`src/rtl/ws2811_frame_sequencer.sv`:
```
// ws2811_frame_sequencer
//   Pulls 24-bit GRB pixels from a pixel store and feeds them one bit at a
//   time, MSB first, to a WS2811 PWM bit encoder. After the frame it holds
//   the line low for LATCH_CYCLES, then pulses done. One pixel is
//   prefetched so that consecutive pixels go out back-to-back. If that
//   prefetch is not ready in time, the frame is aborted and underrun is set.
//
// Ports
//   clk, rst_n           clock (rising edge) and asynchronous active-low reset
//   start, num_leds      one-cycle frame request and LED count (taken in IDLE)
//   pix_req, pix_addr    pixel fetch request (held until acked) and LED index
//   pix_data, pix_valid  GRB pixel and its one-cycle acknowledge
//   bit_data, bit_valid  bit to the encoder and its one-cycle load strobe
//   bit_select           encoder run enable for the whole bit stream
//   bit_top              encoder ready-for-next-bit level
//   busy, done           frame in progress / one-cycle end-of-latch pulse
//   underrun             sticky error, cleared by the next accepted start
module ws2811_frame_sequencer #(
    parameter int N_W          = 8,
    parameter int LATCH_CYCLES = 2600
) (
    input  logic           clk,
    input  logic           rst_n,
    input  logic           start,
    input  logic [N_W-1:0] num_leds,
    output logic           pix_req,
    output logic [N_W-1:0] pix_addr,
    input  logic [23:0]    pix_data,
    input  logic           pix_valid,
    output logic           bit_data,
    output logic           bit_valid,
    output logic           bit_select,
    input  logic           bit_top,
    output logic           busy,
    output logic           done,
    output logic           underrun
);

    localparam int LC_W = $clog2(LATCH_CYCLES + 1);
    localparam logic [LC_W-1:0] LC_LAST = LC_W'(LATCH_CYCLES - 1);

    typedef enum logic [1:0] {
        S_IDLE,
        S_FETCH,
        S_SEND,
        S_LATCH
    } state_t;

    state_t          state_q, state_d;
    logic [N_W-1:0]  index_q, index_d;
    logic [N_W-1:0]  nleds_q, nleds_d;
    logic [23:0]     shift_q, shift_d;
    logic [4:0]      bitcnt_q, bitcnt_d;
    logic [23:0]     pre_q, pre_d;
    logic            pre_full_q, pre_full_d;
    logic            exh_q, exh_d;          // current pixel fully sent, next one not yet moved in
    logic            first_q, first_d;      // first cycle of SEND: issue without waiting for bit_top
    logic            bv_prev_q, bv_prev_d;
    logic            top_wait_q, top_wait_d;
    logic [LC_W-1:0] lcnt_q, lcnt_d;
    logic            underrun_q, underrun_d;
    logic            slot;

    assign busy     = (state_q != S_IDLE);
    assign pix_addr = index_q;
    assign underrun = underrun_q;

    always_comb begin
        state_d    = state_q;
        index_d    = index_q;
        nleds_d    = nleds_q;
        shift_d    = shift_q;
        bitcnt_d   = bitcnt_q;
        pre_d      = pre_q;
        pre_full_d = pre_full_q;
        exh_d      = exh_q;
        first_d    = 1'b0;
        top_wait_d = top_wait_q;
        lcnt_d     = lcnt_q;
        underrun_d = underrun_q;
        pix_req    = 1'b0;
        bit_data   = 1'b0;
        bit_valid  = 1'b0;
        bit_select = 1'b0;
        done       = 1'b0;
        slot       = 1'b0;

        case (state_q)
            S_IDLE: begin
                if (start) begin
                    underrun_d = 1'b0;
                    nleds_d    = num_leds;
                    index_d    = '0;
                    pre_full_d = 1'b0;
                    exh_d      = 1'b0;
                    top_wait_d = 1'b0;
                    lcnt_d     = '0;
                    state_d    = (num_leds != '0) ? S_FETCH : S_LATCH;
                end
            end

            S_FETCH: begin
                pix_req = 1'b1;
                if (pix_valid) begin
                    shift_d  = pix_data;
                    bitcnt_d = 5'd23;
                    index_d  = index_q + N_W'(1);
                    first_d  = 1'b1;
                    state_d  = S_SEND;
                end
            end

            S_SEND: begin
                bit_select = 1'b1;
                bit_data   = exh_q ? pre_q[23] : shift_q[23];
                // bv_prev_q masks the cycle where bit_top has not yet dropped
                // in response to the strobe just issued.
                slot       = first_q | (bit_top & ~bv_prev_q);
                if (slot && exh_q && !pre_full_q) begin
                    underrun_d = 1'b1;
                    bit_select = 1'b0;
                    top_wait_d = 1'b1;
                    lcnt_d     = '0;
                    state_d    = S_LATCH;
                end else begin
                    pix_req = (index_q < nleds_q) && !pre_full_q;
                    if (pix_req && pix_valid) begin
                        pre_d      = pix_data;
                        pre_full_d = 1'b1;
                        index_d    = index_q + N_W'(1);
                    end
                    if (slot) begin
                        bit_valid = 1'b1;
                        if (exh_q) begin
                            shift_d    = {pre_q[22:0], 1'b0};
                            bitcnt_d   = 5'd22;
                            pre_full_d = 1'b0;
                            exh_d      = 1'b0;
                        end else if (bitcnt_q != 5'd0) begin
                            shift_d  = {shift_q[22:0], 1'b0};
                            bitcnt_d = bitcnt_q - 5'd1;
                        end else if (pre_full_q) begin
                            // Move the prefetched pixel in now so the prefetch
                            // slot frees up for the following LED.
                            shift_d    = pre_q;
                            bitcnt_d   = 5'd23;
                            pre_full_d = 1'b0;
                        end else if (index_q == nleds_q) begin
                            bit_select = 1'b0;
                            top_wait_d = 1'b1;
                            lcnt_d     = '0;
                            state_d    = S_LATCH;
                        end else begin
                            exh_d = 1'b1;
                        end
                    end
                end
            end

            S_LATCH: begin
                if (top_wait_q) begin
                    if (bit_top) top_wait_d = 1'b0;
                end else if (lcnt_q == LC_LAST) begin
                    done    = 1'b1;
                    state_d = S_IDLE;
                end else begin
                    lcnt_d = lcnt_q + LC_W'(1);
                end
            end

            default: state_d = S_IDLE;
        endcase

        bv_prev_d = bit_valid;
    end

    always_ff @(posedge clk or negedge rst_n) begin
        if (!rst_n) begin
            state_q    <= S_IDLE;
            index_q    <= '0;
            nleds_q    <= '0;
            shift_q    <= '0;
            bitcnt_q   <= '0;
            pre_q      <= '0;
            pre_full_q <= 1'b0;
            exh_q      <= 1'b0;
            first_q    <= 1'b0;
            bv_prev_q  <= 1'b0;
            top_wait_q <= 1'b0;
            lcnt_q     <= '0;
            underrun_q <= 1'b0;
        end else begin
            state_q    <= state_d;
            index_q    <= index_d;
            nleds_q    <= nleds_d;
            shift_q    <= shift_d;
            bitcnt_q   <= bitcnt_d;
            pre_q      <= pre_d;
            pre_full_q <= pre_full_d;
            exh_q      <= exh_d;
            first_q    <= first_d;
            bv_prev_q  <= bv_prev_d;
            top_wait_q <= top_wait_d;
            lcnt_q     <= lcnt_d;
            underrun_q <= underrun_d;
        end
    end

endmodule

```
`config.mk`:
```
export PLATFORM = sky130hd
export DESIGN_NAME = ws2811_frame_sequencer
export DESIGN_NICKNAME = d
export VERILOG_FILES = /design/src/rtl/ws2811_frame_sequencer.sv
export SDC_FILE = /design/constraint.sdc
export NUM_CORES = 1
export LEC_CHECK = 0
export ABC_AREA = 1
export BUFFER_PORTS_ARGS = -buffer_cell sky130_fd_sc_hd__buf_2
export CAP_MARGIN = 20
export CORE_MARGIN = 1.5
export CORE_UTILIZATION = 55
export DETAILED_ROUTE_END_ITERATION = 8
export GPL_TIMING_DRIVEN = 0
export PLACE_DENSITY = 0.79
export SLEW_MARGIN = 20
export SYNTH_ARGS = -nofsm -noshare
export SYNTH_HDL_FRONTEND = slang
export SYNTH_SLANG_ARGS = --single-unit
export TNS_END_PERCENT = 50
```
`constraint.sdc`:
```
create_clock -name clk -period 2.8 [get_ports clk]
set_input_delay 0.56 -clock clk [delete_from_list [all_inputs] [get_ports clk]]
set_output_delay 0.56 -clock clk [all_outputs]
set_load 0.03 [all_outputs]
```
==> impl_metrics.ini <==
[placed_design]
globalplace.congestion = 0.864
placed_cells = 928
io_buffer_count = 51
dp_hpwl_microns = 10100

[pwr]
swShare_pct = 44.4
ir_drop_mv = 0.434
power.density_nw_per_um2 = 927
p_comb_share_pct = 47.1
leakage_nw = 3.21
p_clk_share_pct = 17.0
p_int_mw = 3.22
p_seq_share_pct = 35.9
p_switching_mw = 2.57
power_mw = 5.79

[setup_path]
r2r_slack_ns = 0.80
start_kind = flip-flop
path_cells = ha_1 -> a21oi_1 -> nor2_1 -> nor2_1 -> and2_1 -> buf_4 -> nand2_1 -> a21oi_2 -> buf_4
worst-path-max-fanout = 8
crit_arrival_ns = 2.14
worst-setup-path-type = flip-flop to primary output
cp_slowest_cell = dfrtp_2
endpoint_kind = primary output
required_ns = 2.24
cpPeakStageDelay_ns = 0.45

[sta]
min_period_over_period_pct = 96.4
rsz0062_at_grt = false
tightestPinTransition_ns = 0.581
finalSetupViolCount = 0
maxSlewViolCount = 0
whs_ns = 0.0971
relSlewSlack_pct = 61.3
hold_viol_final = 0
fin_skew_ns = 0.00636
fmax_mhz = 371
fin_tns_setup_ns = 0
fin_crit_ns = 2.70

[yosys]
yosys_register_bits = 89
syn_avg_cell_area_sq_um = 7.41
netlist_area_sq_um = 5510
ys_types = 34
ys_seq_area_share_pct = 40.4
yosys_warnings = 0
synth_top_cell_by_area = dfrtp_1
netlist.area_leader.share_pct = 40.4
syn_nets = 797
synthTopCellsByArea = dfrtp_1 (40%), nand2_1 (16%), nand3_1 (6.0%)
synthCells = 743

[routing]
wl_per_cell_microns = 14.7
viasPerCell = 5.52
met1_length_microns = 6290
wl_microns = 13900
top_layer_used = met4
drt_pre_antenna_iters = 5
wl_met2_microns = 6370
drt_iter0_drc = 471
route.met3.wl_microns = 1030
drc = 0
final_antenna_net_count = 0
vias = 5235

[global_route]
grt_pass1_wl_microns = 23500
grt_pass1_vias = 4899
grt_max_degree = 47
grt.total_usage_pct = 28.7
antenna_found_initial = 0
gr-total-overflow = 0

[clock_tree]
clk_latency_ns = 0.37
clockRootBuffer = clkbuf_8
h-tree-depth = 3
clkSlewWorstSetupHoldPaths_ns = 0.09
clock_path_buffers = 2
clkSinkCount = 89
cts_buffers = 9
cts_tree = yes

[floorplanning]
top_level_ports = 52
die_x_microns = 103
core-area_sq_um = 9730
fp.dieH_microns = 103
std_cell_rows = 36
die_area_sq_um = 10600
initial_core_util_pct = 56.6

[final_layout]
area_growth_pct = 13.4
fillers = 890
layout-drive-gt1-share_pct = 18.8
final_util_pct = 64.2
final_nets = 865
final_cells = 948
n_antenna_cell = 0

[status]
status = finished clean

[job]
maxCapViolCount = 0

[hold_path]
hp-class = input port to async pin
-- path summary, 6_finish.rpt --
check | from | endpoint | depth (start not counted)
max in group asynchronous | rst_n | pix_addr[3]$_DFFE_PN0P_ | 2
max reg2reg | state_q[0]$_DFFE_PN0P_ | shift_q[11]$_DFFE_PN0P_ | 11
min | rst_n | lcnt_q[7]$_DFFE_PN0P_ | 1
max | pix_addr[5]$_DFFE_PN0P_ | pix_req | 9
min in group clk | pix_data[22] | pre_q[22]$_DFFE_PN0P_ | 3
min reg2reg | shift_q[5]$_DFFE_PN0P_ | shift_q[5]$_DFFE_PN0P_ | 2
-- cells in the final DEF, fill, tap and decap left out, types with 9 or more instances in the layout --
| cell | n |
|---|---|
| nand3_1 | 66 |
| clkbuf_8 | 10 |
| buf_2 | 58 |
| buf_4 | 16 |
| nand2_1 | 240 |
| a21oi_1 | 28 |
| inv_2 | 10 |
| inv_1 | 58 |
| nor2_1 | 52 |
| o21ai_0 | 42 |
| nand4_1 | 33 |
| ha_1 | 16 |
| dfrtp_1 | 87 |
| o21ai_2 | 15 |
| buf_6 | 9 |
-- power by group through the flow --
stage / registers [mW] / logic, mW / clock network (mW)
6_report: 2.08 / 2.72 / 0.983
5_1_grt: 2.14 / 3.06 / 1.05
4_1_cts: 2.07 / 2.69 / 1.00
3_5_place_dp: 2.09 / 2.68 / 0
3_3_place_gp: 2.07 / 2.57 / 0
2_1_floorplan: 2.02 / 2.01 / 0
-- final cells by class --
type | instances | area [sq um] | share of cell area, %
Buffer | 36 | 250 | 4.01
Tap cell | 133 | 166 | 2.66
Clock buffer | 10 | 138 | 2.20
Inverter | 68 | 255 | 4.09
Multi-Input combinational cell | 550 | 2790 | 44.7
Timing Repair Buffer | 57 | 332 | 5.31
Clock inverter | 5 | 80.1 | 1.28
Sequential cell | 89 | 2230 | 35.7
-- synthesized netlist by cell type, drive strengths merged --
master / n
nand2: 245
dfrtp: 89
nand3: 69
inv: 68
o21ai: 63
nor2: 60
nand4: 34
a21oi: 31
buf: 29
ha: 17
nor3: 8
clkbuf: 7
o21bai: 7
xor2: 7
xnor2: 4
a22oi: 1
and2: 1
mux2: 1
nand3b: 1
or2: 1
-- logic make-up after synthesis --
family / count (synthesis) / synth area share [%]
XOR/XNOR: 11 / 1.75
multiplexers: 1 / 0.204
flip-flops: 89 / 40.4
AND/OR/NAND/NOR: 419 / 33.8
AO/OA/AOI/OAI: 102 / 10.8
adder cells (fa/ha/maj): 17 / 3.86
buffers and inverters: 104 / 9.13
-- registers in the layout, summed over array words and instances, names as in the netlist --
register / count
pix_addr: 8
shift_q: 24
pre_q: 24
underrun: 1
bv_prev_q: 1
bitcnt_q: 5
top_wait_q: 1
first_q: 1
state_q: 2
lcnt_q: 12
exh_q: 1
nleds_q: 8
pre_full_q: 1
-- critical path: cells and delay by family, from the launching register on --
kind                     cells  cell delay (ns)
adder cells (fa/ha/maj)      1             0.32
AND/OR/NAND/NOR              4             0.38
flip-flops                   1             0.45
buffers and inverters        2             0.34
AO/OA/AOI/OAI                2             0.27
-- through the flow --
step	cell area [sq um]	setup slack, ns
after floorplan	5510	0.303
after global placement	5930	0.333
after detailed placement	5960	0.386
after CTS	6180	0.00571
after global routing	6240	0.000862
final	6240	0.101
-- what timing repair did --
item,4_1_cts,5_1_grt
endpoints found under the setup margin,1,3
hold buffers,0,0
gates resized for setup,1,9
setup buffers,0,5
-- layer usage --
layer / vias up / track usage [%]
li1: 2546 / -
met1: 2450 / 41.5
met2: 220 / 43.1
met3: 19 / 5.69
met4: 0 / 9.88
met5: - / 0
Note: power is estimated with default switching activity, not from simulation.
